==> config.mk <==
export PLATFORM = sky130hd
export DESIGN_NAME = aes_ahb_regif
export DESIGN_NICKNAME = d
export VERILOG_FILES = /design/src/rtl/aes_regif_pkg.sv /design/src/rtl/ahb_lite_slave_if.sv /design/src/rtl/aes_ahb_regif.sv
export SDC_FILE = /design/constraint.sdc
export NUM_CORES = 1
export LEC_CHECK = 0
export ABC_CLOCK_PERIOD_IN_PS = 6500
export CORE_MARGIN = 4
export CORE_UTILIZATION = 40
export DETAILED_ROUTE_END_ITERATION = 16
export GPL_TIMING_DRIVEN = 1
export PLACE_DENSITY = 0.75
export SYNTH_ARGS = -nofsm -noshare
export SYNTH_HDL_FRONTEND = slang
export SYNTH_SLANG_ARGS = --single-unit
export TNS_END_PERCENT = 10
==> constraint.sdc <==
create_clock -name HCLK -period 6.5 [get_ports HCLK]
set_clock_uncertainty 0.2 [all_clocks]
set_input_delay 1.625 -clock HCLK [delete_from_list [all_inputs] [get_ports HCLK]]
set_output_delay 1.625 -clock HCLK [all_outputs]
set_load 0.1 [all_outputs]
==> src/rtl/aes_regif_pkg.sv <==
// aes_regif_pkg: register map, bit positions, AHB encodings and FSM states shared by the AES register interface
package aes_regif_pkg;
    localparam int OFF_KEY    = 'h00;
    localparam int OFF_TEXT   = 'h20;
    localparam int OFF_CTRL   = 'h30;
    localparam int OFF_STATUS = 'h34;
    localparam int OFF_RESULT = 'h40;
    localparam int CTRL_START = 0;
    localparam int CTRL_IE    = 1;
    localparam int STAT_BUSY  = 0;
    localparam int STAT_DONE  = 1;
    localparam logic [1:0] HTRANS_IDLE   = 2'b00;
    localparam logic [1:0] HTRANS_BUSY   = 2'b01;
    localparam logic [1:0] HTRANS_NONSEQ = 2'b10;
    localparam logic [1:0] HTRANS_SEQ    = 2'b11;
    typedef enum logic {ST_IDLE = 1'b0, ST_BUSY = 1'b1} state_t;
endpackage

==> src/rtl/ahb_lite_slave_if.sv <==
// ahb_lite_slave_if: AHB-Lite address-phase capture and two-cycle ERROR response sequencing
module ahb_lite_slave_if
    import aes_regif_pkg::*;
#(
    parameter int ADDR_W = 8
) (
    input  logic              HCLK,
    input  logic              HRESETn,
    input  logic              HSEL,
    input  logic              HWRITE,
    input  logic              HREADY,
    input  logic [1:0]        HTRANS,
    input  logic [31:0]       HADDR,
    input  logic              err_req,
    output logic [ADDR_W-3:0] addr,
    output logic              write,
    output logic              wr_en,
    output logic              rd_en,
    output logic              HREADYOUT,
    output logic              HRESP
);
    logic active, err_first, err_second, unused;

    always_ff @(posedge HCLK or negedge HRESETn)
        if (!HRESETn) begin
            active     <= 1'b0;
            write      <= 1'b0;
            addr       <= '0;
            err_second <= 1'b0;
        end else begin
            if (HREADY) begin
                active <= HSEL && (HTRANS == HTRANS_NONSEQ || HTRANS == HTRANS_SEQ);
                write  <= HWRITE;
                addr   <= HADDR[ADDR_W-1:2];
            end
            err_second <= err_first;
        end

    // second cycle of an error must not re-arm, even if err_req is still high
    assign err_first = active && err_req && !err_second;
    assign HREADYOUT = !err_first;
    assign HRESP     = err_first || err_second;
    assign wr_en     = active && write && !HRESP;
    assign rd_en     = active && !write;
    assign unused    = &{1'b0, HADDR[31:ADDR_W], HADDR[1:0]};
endmodule

==> src/rtl/aes_ahb_regif.sv <==
// aes_ahb_regif: AHB-Lite register file and start/done sequencer for an AES core
module aes_ahb_regif
    import aes_regif_pkg::*;
#(
    parameter int KEY_WORDS = 4,
    parameter int ADDR_W    = 8
) (
    input  logic                    HCLK,
    input  logic                    HRESETn,
    input  logic                    HSEL,
    input  logic                    HWRITE,
    input  logic                    HREADY,
    input  logic [1:0]              HTRANS,
    input  logic [31:0]             HADDR,
    input  logic [31:0]             HWDATA,
    output logic [31:0]             HRDATA,
    output logic                    HREADYOUT,
    output logic                    HRESP,
    output logic [32*KEY_WORDS-1:0] aes_key,
    output logic [127:0]            aes_plaintext,
    output logic                    aes_start,
    input  logic                    aes_done,
    input  logic [127:0]            aes_ciphertext,
    output logic                    irq
);
    state_t state, state_next;
    logic [7:0][31:0] key_q;
    logic [3:0][31:0] text_q, result_q;
    logic ie, done, write, wr_en, rd_en, err_req, start_wr;
    logic is_key, is_text, is_ctrl, is_status, is_result;
    logic [ADDR_W-3:0] addr;
    logic [ADDR_W-1:0] off;
    logic [2:0] kidx;
    logic [1:0] tidx;
    logic [31:0] rdata;

    ahb_lite_slave_if #(.ADDR_W(ADDR_W)) u_if (
        .HCLK      (HCLK),
        .HRESETn   (HRESETn),
        .HSEL      (HSEL),
        .HWRITE    (HWRITE),
        .HREADY    (HREADY),
        .HTRANS    (HTRANS),
        .HADDR     (HADDR),
        .err_req   (err_req),
        .addr      (addr),
        .write     (write),
        .wr_en     (wr_en),
        .rd_en     (rd_en),
        .HREADYOUT (HREADYOUT),
        .HRESP     (HRESP)
    );

    assign off       = {addr, 2'b00};
    assign kidx      = off[4:2];
    assign tidx      = off[3:2];
    // key words beyond KEY_WORDS decode as unmapped: never written, read 0
    assign is_key    = off >= ADDR_W'(OFF_KEY) && off < ADDR_W'(OFF_TEXT) && int'(kidx) < KEY_WORDS;
    assign is_text   = off >= ADDR_W'(OFF_TEXT) && off < ADDR_W'(OFF_CTRL);
    assign is_ctrl   = off == ADDR_W'(OFF_CTRL);
    assign is_status = off == ADDR_W'(OFF_STATUS);
    assign is_result = off >= ADDR_W'(OFF_RESULT) && off < ADDR_W'(OFF_RESULT + 16);
    assign err_req   = state == ST_BUSY && write && (is_key || is_text);
    assign start_wr  = wr_en && is_ctrl && HWDATA[CTRL_START];
    assign aes_start = start_wr && state == ST_IDLE;

    always_ff @(posedge HCLK or negedge HRESETn)
        if (!HRESETn) state <= ST_IDLE;
        else state <= state_next;

    always_comb begin
        state_next = state;
        if (state == ST_IDLE && start_wr) state_next = ST_BUSY;
        if (state == ST_BUSY && aes_done) state_next = ST_IDLE;
    end

    always_ff @(posedge HCLK or negedge HRESETn)
        if (!HRESETn) begin
            key_q    <= '0;
            text_q   <= '0;
            result_q <= '0;
            ie       <= 1'b0;
            done     <= 1'b0;
        end else begin
            if (wr_en && is_key) key_q[kidx] <= HWDATA;
            if (wr_en && is_text) text_q[tidx] <= HWDATA;
            if (wr_en && is_ctrl) ie <= HWDATA[CTRL_IE];
            if (state == ST_BUSY && aes_done) begin
                result_q <= aes_ciphertext;
                done     <= 1'b1;
            end else if (wr_en && is_status && HWDATA[STAT_DONE]) done <= 1'b0;
        end

    assign rdata = is_key    ? key_q[kidx]
                 : is_text   ? text_q[tidx]
                 : is_ctrl   ? 32'(ie) << CTRL_IE
                 : is_status ? (32'(done) << STAT_DONE) | (32'(state == ST_BUSY) << STAT_BUSY)
                 : is_result ? result_q[tidx] : '0;

    assign HRDATA        = rd_en ? rdata : '0;
    assign aes_key       = key_q[KEY_WORDS-1:0];
    assign aes_plaintext = text_q;
    assign irq           = done && ie;
endmodule

==> results.cfg <==
[die]
die_width_microns = 224
io_pins = 492
core_area_sq_mm = 0.0464
rows = 79
initial_core_util = 0.404
fp.dieH_microns = 224
dieArea_sq_mm = 0.0503

[routing]
drtIter0Drc = 515
via_per_inst = 5.54
wire_per_inst_microns = 26.4
ant_nets = 0
wirelength_microns = 58200
via_count = 12200
drc = 0
firstDrtPassIters = 4

[worst_hold_path]
hp-class = reg2reg
hold_depth = 1
min_from = result_q[84]$_DFFE_PN0P_

[cts]
htree_levels = 2
clock_latency_ps = 550
clkTransAtPathRegs_ps = 60
cts.path.max_buffers = 3
clkSinkCount = 396
cts_made_buffers = 45
root_buffer = clkbuf_16
cts_resized = 0
cts_hold_buf = 0
cts_tree = yes
post_cts_buffers = 0

[sta]
max_slew.worst_pin.slew_ps = 1140
finalSetupViolations = 0
fmax_mhz = 173
fin_crit_sh = 0.890
rsz0062_at_grt = no
slew_violations = 0
slew_headroom = 0.240
finalSetupTns_ps = 0
hold_viol = 0
period_needed_ps = 5790

[logic_synthesis]
synth_seq_cells = 396
synth_warnings = 0
ys_types = 37
yosysSeqAreaShare = 0.529
syn_area_per_cell_sq_um = 15.1
postSynthCellCount = 1236
synth_fp_nets = 1436
syn_area_sq_mm = 0.0187

[setup_path]
critPathLaunch = u_if.addr[0]$_DFFE_PN0P_
crit_arrival_ps = 3960
start_kind = flip-flop
crit_type = reg2out
critical_path_required_ps = 4680
r2r_setup_slack_ps = 3010
path_max_fanout = 34
critPathCaptureType = output pin
rr_worst_depth = 4
regToRegStartpoint = u_if.addr[1]$_DFFE_PN0P_

[global_route]
grt_pass1_wl_microns = 85900
grt_remaining_overflow = 0
grt_max_degree = 134
antenna_found_initial = 7
grt_use_total = 0.226
grt_pass1_vias = 13300

[place]
place_inst = 2121
hpwl_microns = 39200
port_buffers = 464
place_congestion = 0.836

[layout]
layout.nets = 1761
final_cell_mix = clkdlybuf4s50_1 (461), dfrtp_1 (394), mux2_2 (377), mux4_2 (96), clkbuf_16 (47)
drive_gt1_frac = 0.371
final_common_cell = clkdlybuf4s50_1
fin_cells = 2209
syn2layout_area_growth_pct = 31.9

[job]
cap_viol_max_count = 0

[pwr]
power_density_mw_per_mm2 = 334
power_leakage_nw = 10.5
ir_drop_uv = 249

[outcome]
status = completed
final timing paths:
kind / endpoint
worst min register to register: result_q[84]$_DFFE_PN0P_
min in group asynchronous: aes_plaintext[99]$_DFFE_PN0P_
max in group asynchronous: result_q[4]$_DFFE_PN0P_
worst max register to register: aes_plaintext[80]$_DFFE_PN0P_
worst max-delay path: HRDATA[24]
worst min-delay path: result_q[84]$_DFFE_PN0P_
logic make-up after synthesis:
family | Yosys count | share of synthesized area
buf+inv | 217 | 0.0717
simple gates | 86 | 0.0241
mux | 487 | 0.351
flops | 396 | 0.529
compound gates | 50 | 0.0243
per-stage QoR:
step	cell area (sq um)	setup WS [ps]	total power (W)	util	hold WS [ps]
final	24700	714	0.00825	0.533	300
after global routing	24700	495	0.00851	0.533	314
after CTS	24700	596	0.00832	0.532	304
after detailed placement	23100	1200	0.00569	0.499	291
after global placement	23100	1200	0.00566	0.499	282
after floorplan	18700	598	0.00503	-	274
power by group:
| part | internal [W] | switching (W) |
|---|---|---|
| Combinational | 0.000783 | 0.00191 |
| Clock | 0.00158 | 0.00103 |
| Sequential | 0.00272 | 0.000226 |
synthesized netlist by cell type:
master       n  share of area
nand2b_1     1        0.00033
a22oi_1      1        0.00040
a32oi_1      1        0.00047
mux4_2      96           0.12
inv_1        5         0.0010
nor4bb_1     1        0.00053
nand4_1      2        0.00067
buf_4      128          0.051
nand3_1      3        0.00080
buf_2       37         0.0099
nor2_1      33         0.0066
nor3b_1      1        0.00040
and4b_1      1        0.00053
nor4b_1      1        0.00047
nand2_1      4        0.00080
nor4_4       1         0.0011
and3b_1      1        0.00047
buf_1        4        0.00080
a221oi_1    30          0.014
mux2_1      13         0.0078
a211oi_1     2        0.00080
a22o_1       1        0.00047
o21ai_0      5         0.0013
or3_1        2        0.00067
and2_1       1        0.00033
o2111ai_2    6         0.0048
nor2b_1      1        0.00033
o2111a_1     2         0.0012
mux2i_1      1        0.00053
or4_1        1        0.00040
a31oi_1      1        0.00033
nor4b_4      1         0.0013
nor3_1      31         0.0083
clkbuf_1    43         0.0086
dfrtp_1    396           0.53
mux2_2     377           0.23
o21bai_1     1        0.00040
layout make-up:
class	count	area, sq um
Clock inverter	12	124
Antenna cell	5	12.5
Fill cell	3857	21700
Clock buffer	71	1420
Tap cell	607	759
Sequential cell	396	9920
Timing Repair Buffer	490	4890
Inverter	5	18.8
Multi-Input combinational cell	623	7560
flip-flops by register name, summed over array words and instances, names as in the netlist:
register and count:
aes_plaintext 128, done 1, u_if.active 1, result_q 128
u_if.err_second 1, state 1, ie 1, u_if.addr 6
u_if.write 1, aes_key 128
per-layer routing:
metal  wire [microns]  global-route usage  up-vias
li1                 -                   -     5129
met1            22900               0.287     6475
met2            28700               0.376      518
met3             5140              0.0741      105
met4             1480              0.0597        6
met5               41                   0        -
critical path, cell delays in order, from the launching register on:
cell and delay, ps:
dfrtp_4 960, buf_4 420, mux4_2 530, a221oi_1 390
nor3_1 120, clkdlybuf4s50_1 980
No activity file was read; power rests on OpenSTA's default activity.
